==> config.mk <==
export PLATFORM = sky130hd
export DESIGN_NAME = uart_tx
export DESIGN_NICKNAME = d
export VERILOG_FILES = /design/src/rtl/uart_tx.sv
export SDC_FILE = /design/constraint.sdc
export NUM_CORES = 1
export LEC_CHECK = 0
export CORE_MARGIN = 8
export CORE_UTILIZATION = 40
export DETAILED_ROUTE_END_ITERATION = 8
export HOLD_SLACK_MARGIN = 0.12
export PLACE_DENSITY = 0.65
export SYNTH_ARGS = -nofsm -noshare
export SYNTH_HDL_FRONTEND = slang
export SYNTH_SLANG_ARGS = --single-unit
==> constraint.sdc <==
create_clock -name clk_32 -period 2.33 [get_ports clk_32]
set_clock_uncertainty 0.15 [all_clocks]
set_input_delay 0.233 -clock clk_32 [delete_from_list [all_inputs] [get_ports clk_32]]
set_output_delay 0.233 -clock clk_32 [all_outputs]
set_load 0.01 [all_outputs]
==> src/rtl/uart_tx.sv <==
`default_nettype none
// ============================================================================
//  Module   : uart_tx
//  Purpose  : Oversampled UART transmitter. A payload is sent as a start bit,
//             DATA_WIDTH data bits LSB first, an optional even/odd parity bit
//             and a stop bit. Each bit lasts OVERSAMPLE clk_32 cycles.
//  Revision : 1.0  initial release
// ============================================================================
module uart_tx #(
   parameter int DATA_WIDTH = 8,
   parameter int PAR_EN     = 1,
   parameter int PAR_TYPE   = 0,
   parameter int OVERSAMPLE = 32
) (
   input  logic                  clk_32,
   input  logic                  rst,
   input  logic [DATA_WIDTH-1:0] p_data,
   input  logic                  data_valid,
   output logic                  tx_out,
   output logic                  busy
);

   // Counter widths: the bit-period counter is exactly ceil(log2(OVERSAMPLE))
   // bits; the bit index needs at least one bit even for a 1-bit payload.
   localparam int CW = $clog2(OVERSAMPLE);
   localparam int IW = (DATA_WIDTH > 1) ? $clog2(DATA_WIDTH) : 1;

   localparam logic [CW-1:0] c_CNT_MAX  = CW'(OVERSAMPLE - 1);
   localparam logic [CW-1:0] c_CNT_ONE  = CW'(1);
   localparam logic [IW-1:0] c_IDX_MAX  = IW'(DATA_WIDTH - 1);
   localparam logic [IW-1:0] c_IDX_ONE  = IW'(1);
   localparam logic          c_ODD      = (PAR_TYPE != 0);
   localparam logic          c_PAR_ON   = (PAR_EN != 0);

   typedef enum logic [2:0] {
      S_IDLE   = 3'd0,
      S_START  = 3'd1,
      S_DATA   = 3'd2,
      S_PARITY = 3'd3,
      S_STOP   = 3'd4
   } state_t;

   state_t                  state_q,  state_d;
   logic [CW-1:0]           cnt_q,    cnt_d;
   logic [IW-1:0]           idx_q,    idx_d;
   logic [DATA_WIDTH-1:0]   shift_q,  shift_d;
   logic                    par_q,    par_d;
   logic                    tx_q,     tx_d;
   logic                    busy_q,   busy_d;

   logic                    w_bit_end;
   logic [DATA_WIDTH-1:0]   w_shift_nxt;

   // Last cycle of the current bit period, and the payload after one shift.
   assign w_bit_end   = (cnt_q == c_CNT_MAX);
   assign w_shift_nxt = shift_q >> 1;

   // State and datapath registers; reset wins over any pending request.
   always_ff @(posedge clk_32) begin
      if (rst) begin
         state_q <= S_IDLE;
         cnt_q   <= '0;
         idx_q   <= '0;
         shift_q <= '0;
         par_q   <= 1'b0;
         tx_q    <= 1'b1;
         busy_q  <= 1'b0;
      end else begin
         state_q <= state_d;
         cnt_q   <= cnt_d;
         idx_q   <= idx_d;
         shift_q <= shift_d;
         par_q   <= par_d;
         tx_q    <= tx_d;
         busy_q  <= busy_d;
      end
   end

   // Next-state logic. tx_d/busy_d carry the level of the *next* cycle, so the
   // registered outputs change on the same edge as the state.
   always_comb begin
      state_d = state_q;
      cnt_d   = cnt_q;
      idx_d   = idx_q;
      shift_d = shift_q;
      par_d   = par_q;
      tx_d    = tx_q;
      busy_d  = busy_q;

      case (state_q)
         S_IDLE: begin
            cnt_d  = '0;
            idx_d  = '0;
            tx_d   = 1'b1;
            busy_d = 1'b0;
            if (data_valid) begin
               // Latch payload; parity of the latched word is fixed here so
               // later p_data changes cannot affect the frame.
               state_d = S_START;
               shift_d = p_data;
               par_d   = (^p_data) ^ c_ODD;
               tx_d    = 1'b0;
               busy_d  = 1'b1;
            end
         end

         S_START: begin
            if (w_bit_end) begin
               cnt_d   = '0;
               state_d = S_DATA;
               tx_d    = shift_q[0];
            end else begin
               cnt_d   = cnt_q + c_CNT_ONE;
            end
         end

         S_DATA: begin
            if (w_bit_end) begin
               cnt_d   = '0;
               shift_d = w_shift_nxt;
               if (idx_q == c_IDX_MAX) begin
                  idx_d = '0;
                  if (c_PAR_ON) begin
                     state_d = S_PARITY;
                     tx_d    = par_q;
                  end else begin
                     state_d = S_STOP;
                     tx_d    = 1'b1;
                  end
               end else begin
                  idx_d = idx_q + c_IDX_ONE;
                  tx_d  = w_shift_nxt[0];
               end
            end else begin
               cnt_d = cnt_q + c_CNT_ONE;
            end
         end

         S_PARITY: begin
            if (w_bit_end) begin
               cnt_d   = '0;
               state_d = S_STOP;
               tx_d    = 1'b1;
            end else begin
               cnt_d   = cnt_q + c_CNT_ONE;
            end
         end

         S_STOP: begin
            if (w_bit_end) begin
               // Always pass through IDLE for one cycle before a new frame.
               cnt_d   = '0;
               state_d = S_IDLE;
               tx_d    = 1'b1;
               busy_d  = 1'b0;
            end else begin
               cnt_d   = cnt_q + c_CNT_ONE;
            end
         end

         default: begin
            state_d = S_IDLE;
            cnt_d   = '0;
            idx_d   = '0;
            tx_d    = 1'b1;
            busy_d  = 1'b0;
         end
      endcase
   end

   assign tx_out = tx_q;
   assign busy   = busy_q;

endmodule
`default_nettype wire

==> results of run 1 <==
## layout by cell type, fill, tap and decap left out, drive strengths merged, types with 2 or more instances in the layout
master         instances
o21ai                  2
clkdlybuf4s50         12
clkbuf                 4
nand2                  3
nand3                  2
o21bai                 2
nor2b                  2
a2111oi                2
a21oi                  4
xnor2                  8
nor3                   5
xor2                   2
nor3b                  2
o31ai                  2
nor2                  14
mux2i                  9
dfxtp                 22
and2                   2
nand4b                 2
a211oi                 8
ha                     4
buf                    4
nand2b                 4
## synthesized netlist by cell type, types with 2 or more instances
cell	number	area share (%)
mux2i_1	9	7.5
nor2_1	14	4.4
o21ai_1	2	0.83
buf_6	4	3.7
nand2b_1	4	2.1
nor3_1	4	1.7
a211oi_2	7	7.3
nand4b_1	2	1.5
o21bai_1	2	1.2
nor3b_2	2	2.1
nand2_1	3	0.94
nor2b_1	2	1.0
ha_1	4	4.2
dfxtp_1	22	37
and2_1	2	1.0
buf_2	3	1.2
xnor2_1	8	5.8
xor2_1	2	1.5
a21oi_1	4	1.7
nand3_1	2	0.83
## per-layer routing
layer | GRT usage [%] | up-vias
met5 | 0 | -
met4 | 4.85 | 0
met3 | 3.25 | 2
met2 | 17.7 | 12
met1 | 8.64 | 406
li1 | - | 444
## per-stage QoR
stage          hold WS, ns  total power [mW]  instances
6_report             0.312             0.729        162
5_1_grt              0.349             0.775        162
4_1_cts              0.323             0.744        162
3_5_place_dp         0.305             0.539        158
3_3_place_gp         0.280             0.536        158
2_1_floorplan        0.223             0.501        117
## cell families (layout without fill, tap and decap cells)
family          count (synthesis)  in the layout  share of synthesized area, %
xor+xnor                       10             10                          7.29
mux                            10             10                          8.44
simple gates                   39             39                          19.9
compound gates                 24             24                          18.2
flops                          22             22                          36.7
buf+inv                         8             20                          5.31
fa+ha+maj                       4              4                          4.17
## final cells by class
class / count / area [um^2]
clock buffers: 4 / 36.3
fillers: 290 / 1590
multi-input cells: 87 / 697
flip-flops and latches: 22 / 440
well taps: 33 / 41.3
repair buffers: 16 / 150
## registers in the layout, indices dropped and copies added (netlist names)
register,cells
tx_out,1
state_q,3
cnt_q,5
par_q,1
shift_q,8
busy,1
idx_q,3
## power groups by stage
stage / Sequential, mW / Combinational (mW) / Clock, mW
finish: 0.409 / 0.119 / 0.201
global route: 0.412 / 0.132 / 0.231
CTS: 0.409 / 0.121 / 0.213
detailed placement: 0.418 / 0.121 / 0
global placement: 0.417 / 0.118 / 0
floorplan: 0.414 / 0.0876 / 0
## final timing paths
path / startpoint / endpoint / cells past startpoint
max: cnt_q[0] / shift_q[3] / 8
max reg2reg: cnt_q[0] / shift_q[3] / 8
min: cnt_q[0] / cnt_q[0] / 1
min reg2reg: cnt_q[0] / cnt_q[0] / 1
==> impl_metrics.toml, run 1 <==
[synthesis]
synth_area_um2 = 1200
synth_seq_area_share_pct = 36.7
syn_inst = 117
synthArstFlopShare_pct = 0
ys_ff_latch = 22
synth.avg_cell_area_um2 = 10.3
ys.flop_type = "dfxtp_1"
ys_warn_count = 0
synth-edff-count = 0
synth.net_count = 132
synth.distinct_cells = 35

[critical_path]
cp_common_cell = "ha_1"
path_class = "reg2reg"
crit_buf_inv = 1
crit_family = "adder cells"
crit_fanout = 15
crit_path_start_kind = "flip-flop"
cp.arrival_ns = 2.18
slowest_stage = "dfxtp_1"
path_cells = "ha_1, and3_1, ha_1, mux2i_1, nor3_4, buf_4, nor2_1, a211oi_2"
cp.required_ns = 2.40
endpoint_kind = "flip-flop"
rrSetupSlack_ns = 0.22
critPathMaxStageDelay_ns = 0.37

[layout]
fin_nets = 145
final_cell_area_um2 = 1370
antennaDiodeCount = 0
final_layout_size_suffix_gt1_share_pct = 17.1
post-route-util_pct = 46.2
syn2layout_area_growth_pct = 13.6

[floorplan]
dieArea_um2 = 5010
start_util_pct = 40.7
core.rowCount = 20
die_height_um = 70.8
ios = 13
core_area_um2 = 2950
die_w_um = 70.8

[detailed_routing]
finalWirelength_um = 2100
ant_nets = 0
top_layer_used = "met4"
dr_total_vias = 864
wl_met1_um = 839
met3WireLength_um = 87
drt-pass1-iter-count = 4
wl_met2_um = 1150
vias_per_cell = 5.33
wl_per_cell_um = 12.9
initialDrtViolationCount = 36
route.detailed.drc = 0

[placement]
postPlaceCellArea_um2 = 1330
place_congestion = 0.766
hpwl_um = 1630
portBuffers = 12
pre_cts_ws_ns = 0.250

[grt]
grt_remaining_overflow = 0
track_usage_pct = 9.39
antenna_found_initial = 0
grt_pass1_wl_um = 3840
grt_pass1_vias = 906
grt_max_degree = 16

[power]
power.density_nw_per_um2 = 534
switching_power_mw = 0.173
power_switching_share_pct = 23.8
p_comb_share_pct = 16.3
internal-power_mw = 0.556
pwr-share-seq_pct = 56.1
peakVddDrop_uv = 237
p_leak_nw = 0.495
power_frac_clock_pct = 27.6

[timing]
worst_pin_slew_ns = 0.604
slew_headroom_pct = 59.7
max_freq_ghz = 0.473
finalSetupViolations = 0
finalHoldViolCount = 0
fin_setup_tns_ns = 0
slew_viol_final = 0
min_period_over_period_pct = 90.7
grt_setup_unrepaired = "false"
layout_setup_ws_ns = 0.217
period_needed_ns = 2.11

[clocking]
tritoncts = "built"
numCtsBuffers = 3
cts_max_level = 1
clk_latency_ns = 0.30
cts_root_buffer = "clkbuf_4"
cts_max_path_buffers = 2
cts_hold_buf = 0
cts.repair.resized = 0
postCtsSetupRepairBufs = 0
cts_sinks = 22
path_clk_slew_ns = 0.11

[min_path]
hp-class = "reg2reg"

[job]
maxCapViolations = 0

[outcome]
status = "complete, no violations"
Power figures use the tool's default switching activity.
==> run 2: changes to the inputs <==
CELL_PAD_IN_SITES_DETAIL_PLACEMENT = 1   (was not set)
CELL_PAD_IN_SITES_GLOBAL_PLACEMENT = 1   (was not set)
PLACE_DENSITY = 0.78   (was 0.65)
==> run 2 against run 1 <==
  * Maximum frequency decreased by 1.0%
  * Die area unchanged
  * Via count rose by 1.3%
  * Setup slack worse by 0.022 ns
  * Combinational power is essentially flat
  * Highest routed layer unchanged
  * Cell area is 1.2% higher
  * Largest cell class unchanged
==> impl_metrics.toml, run 2 (synthesized netlist as in run 1, its figures left out) <==
[clocking]
cts_hold_buf = 0
postCtsSetupRepairBufs = 0
cts_root_buffer = "clkbuf_4"
path_clk_slew_ns = 0.13
numCtsBuffers = 3
clk_latency_ns = 0.31
tritoncts = "built"
cts.repair.resized = 0
cts_max_level = 1
cts_max_path_buffers = 2
cts_sinks = 22

[detailed_routing]
dr_total_vias = 875
vias_per_cell = 5.40
wl_per_cell_um = 14.7
initialDrtViolationCount = 37
route.detailed.drc = 0
ant_nets = 0
finalWirelength_um = 2390
drt-pass1-iter-count = 4

[placement]
pre_cts_ws_ns = 0.254
place_congestion = 0.706
portBuffers = 12
postPlaceCellArea_um2 = 1330
hpwl_um = 1770
dp_cells = 158

[layout]
syn2layout_area_growth_pct = 15.0
reg.largest.list = "shift_q: 8 flops, cnt_q: 5 flops"
fillers = 330
final_cell_mix = "dfxtp_1 (22), nor2_1 (14), clkdlybuf4s50_1 (12), mux2i_1 (9), xnor2_1 (8)"
multiInputGateArea_um2 = 697
antennaDiodeCount = 0
final_layout_size_suffix_gt1_share_pct = 17.1
final_cell_area_um2 = 1380
final_common_cell = "dfxtp_1"
regMostFlops = "shift_q"
seq_area_um2 = 440
fin_nets = 145
largest_register_ffs = 8
fin_cells = 162

[critical_path]
cp_common_cell = "ha_1"
path_cells = "ha_1, and3_1, ha_1, mux2i_1, nor3_4, buf_4, nor2_1, a211oi_2"
crit_path_start_kind = "flip-flop"
timing.rr.start = "cnt_q[0]"
critPathMaxStageDelay_ns = 0.38
ff2ff_path_depth = 8
slowest_stage = "dfxtp_1"
cp.required_ns = 2.42
path_class = "reg2reg"
crit_fanout = 15
r2r_end = "shift_q[3]"
rrSetupSlack_ns = 0.20
cp.arrival_ns = 2.23
endpoint_kind = "flip-flop"

[floorplan]
die_height_um = 70.8
die_w_um = 70.8
core.rowCount = 20
dieArea_um2 = 5010
ios = 13
start_util_pct = 40.7
core_area_um2 = 2950

[timing]
period_needed_ns = 2.13
max_freq_ghz = 0.468
grt_setup_unrepaired = "false"
finalSetupViolations = 0
worst_pin_slew_ns = 0.615
fin_setup_tns_ns = 0
layout_setup_ws_ns = 0.195
finalHoldViolCount = 0
min_period_over_period_pct = 91.6
slew_viol_final = 0
slew_headroom_pct = 59.0

[job]
maxCapViolations = 0

[min_path]
hp-class = "reg2reg"
worstHoldPathCells = 1
min_from = "cnt_q[0]"
holdPathEnd = "cnt_q[0]"

[outcome]
status = "complete, no violations"

[grt]
grt_pass1_wl_um = 4280
grt_max_degree = 16
grt_pass1_vias = 922
grt_remaining_overflow = 0
antenna_found_initial = 0
track_usage_pct = 10.5

[power]
p_leak_nw = 0.502
power.density_nw_per_um2 = 597
peakVddDrop_uv = 475
[run 2: per-layer routing]
metal	global-route usage, %	share of wire, %	up-vias
met5	0	0	-
met4	1.85	0.42	0
met3	3.39	3.0	2
met2	18.5	53	7
met1	12.0	43	424
li1	-	-	442
[run 2: metrics by stage]
step	utilization, %	power, mW	hold WS [ns]
2_1_floorplan	-	0.501	0.223
3_3_place_gp	45.0	0.536	0.280
3_5_place_dp	45.0	0.541	0.309
4_1_cts	46.8	0.836	0.327
5_1_grt	46.8	0.866	0.350
6_report	46.8	0.824	0.321
[run 2: how the worst max path moves through the flow]
| stage | from | endpoint | slack, ns | cells after the start |
|---|---|---|---|---|
| after floorplan | cnt_q[0] | shift_q[6] | 0.44 | 9 |
| after global placement | cnt_q[0] | shift_q[0] | 0.34 | 8 |
| after detailed placement | cnt_q[0] | shift_q[3] | 0.25 | 8 |
| after CTS | cnt_q[0] | shift_q[3] | 0.17 | 8 |
| after global routing | cnt_q[0] | shift_q[6] | 0.005 | 8 |
| final | cnt_q[0] | shift_q[3] | 0.20 | 8 |
[run 2: area by class of cell]
class,count,share of cell area [%]
Sequential cell,22,31.9
Clock inverter,1,2.17
Clock buffer,3,1.63
Multi-Input combinational cell,87,50.5
Timing Repair Buffer,16,10.9
Tap cell,33,2.99
[run 2: worst max-delay path, delay by kind of cell (launching register included)]
family | cells | cell delay, ns
compound gates | 1 | 0.18
buf+inv | 1 | 0.24
mux | 1 | 0.19
simple gates | 3 | 0.37
flops | 1 | 0.38
fa+ha+maj | 2 | 0.55
[run 2: power breakdown]
part	leakage, nW	switching (mW)	internal (mW)
Sequential	0.180	0.0152	0.394
Combinational	0.294	0.0537	0.0666
Clock	0.0279	0.121	0.174
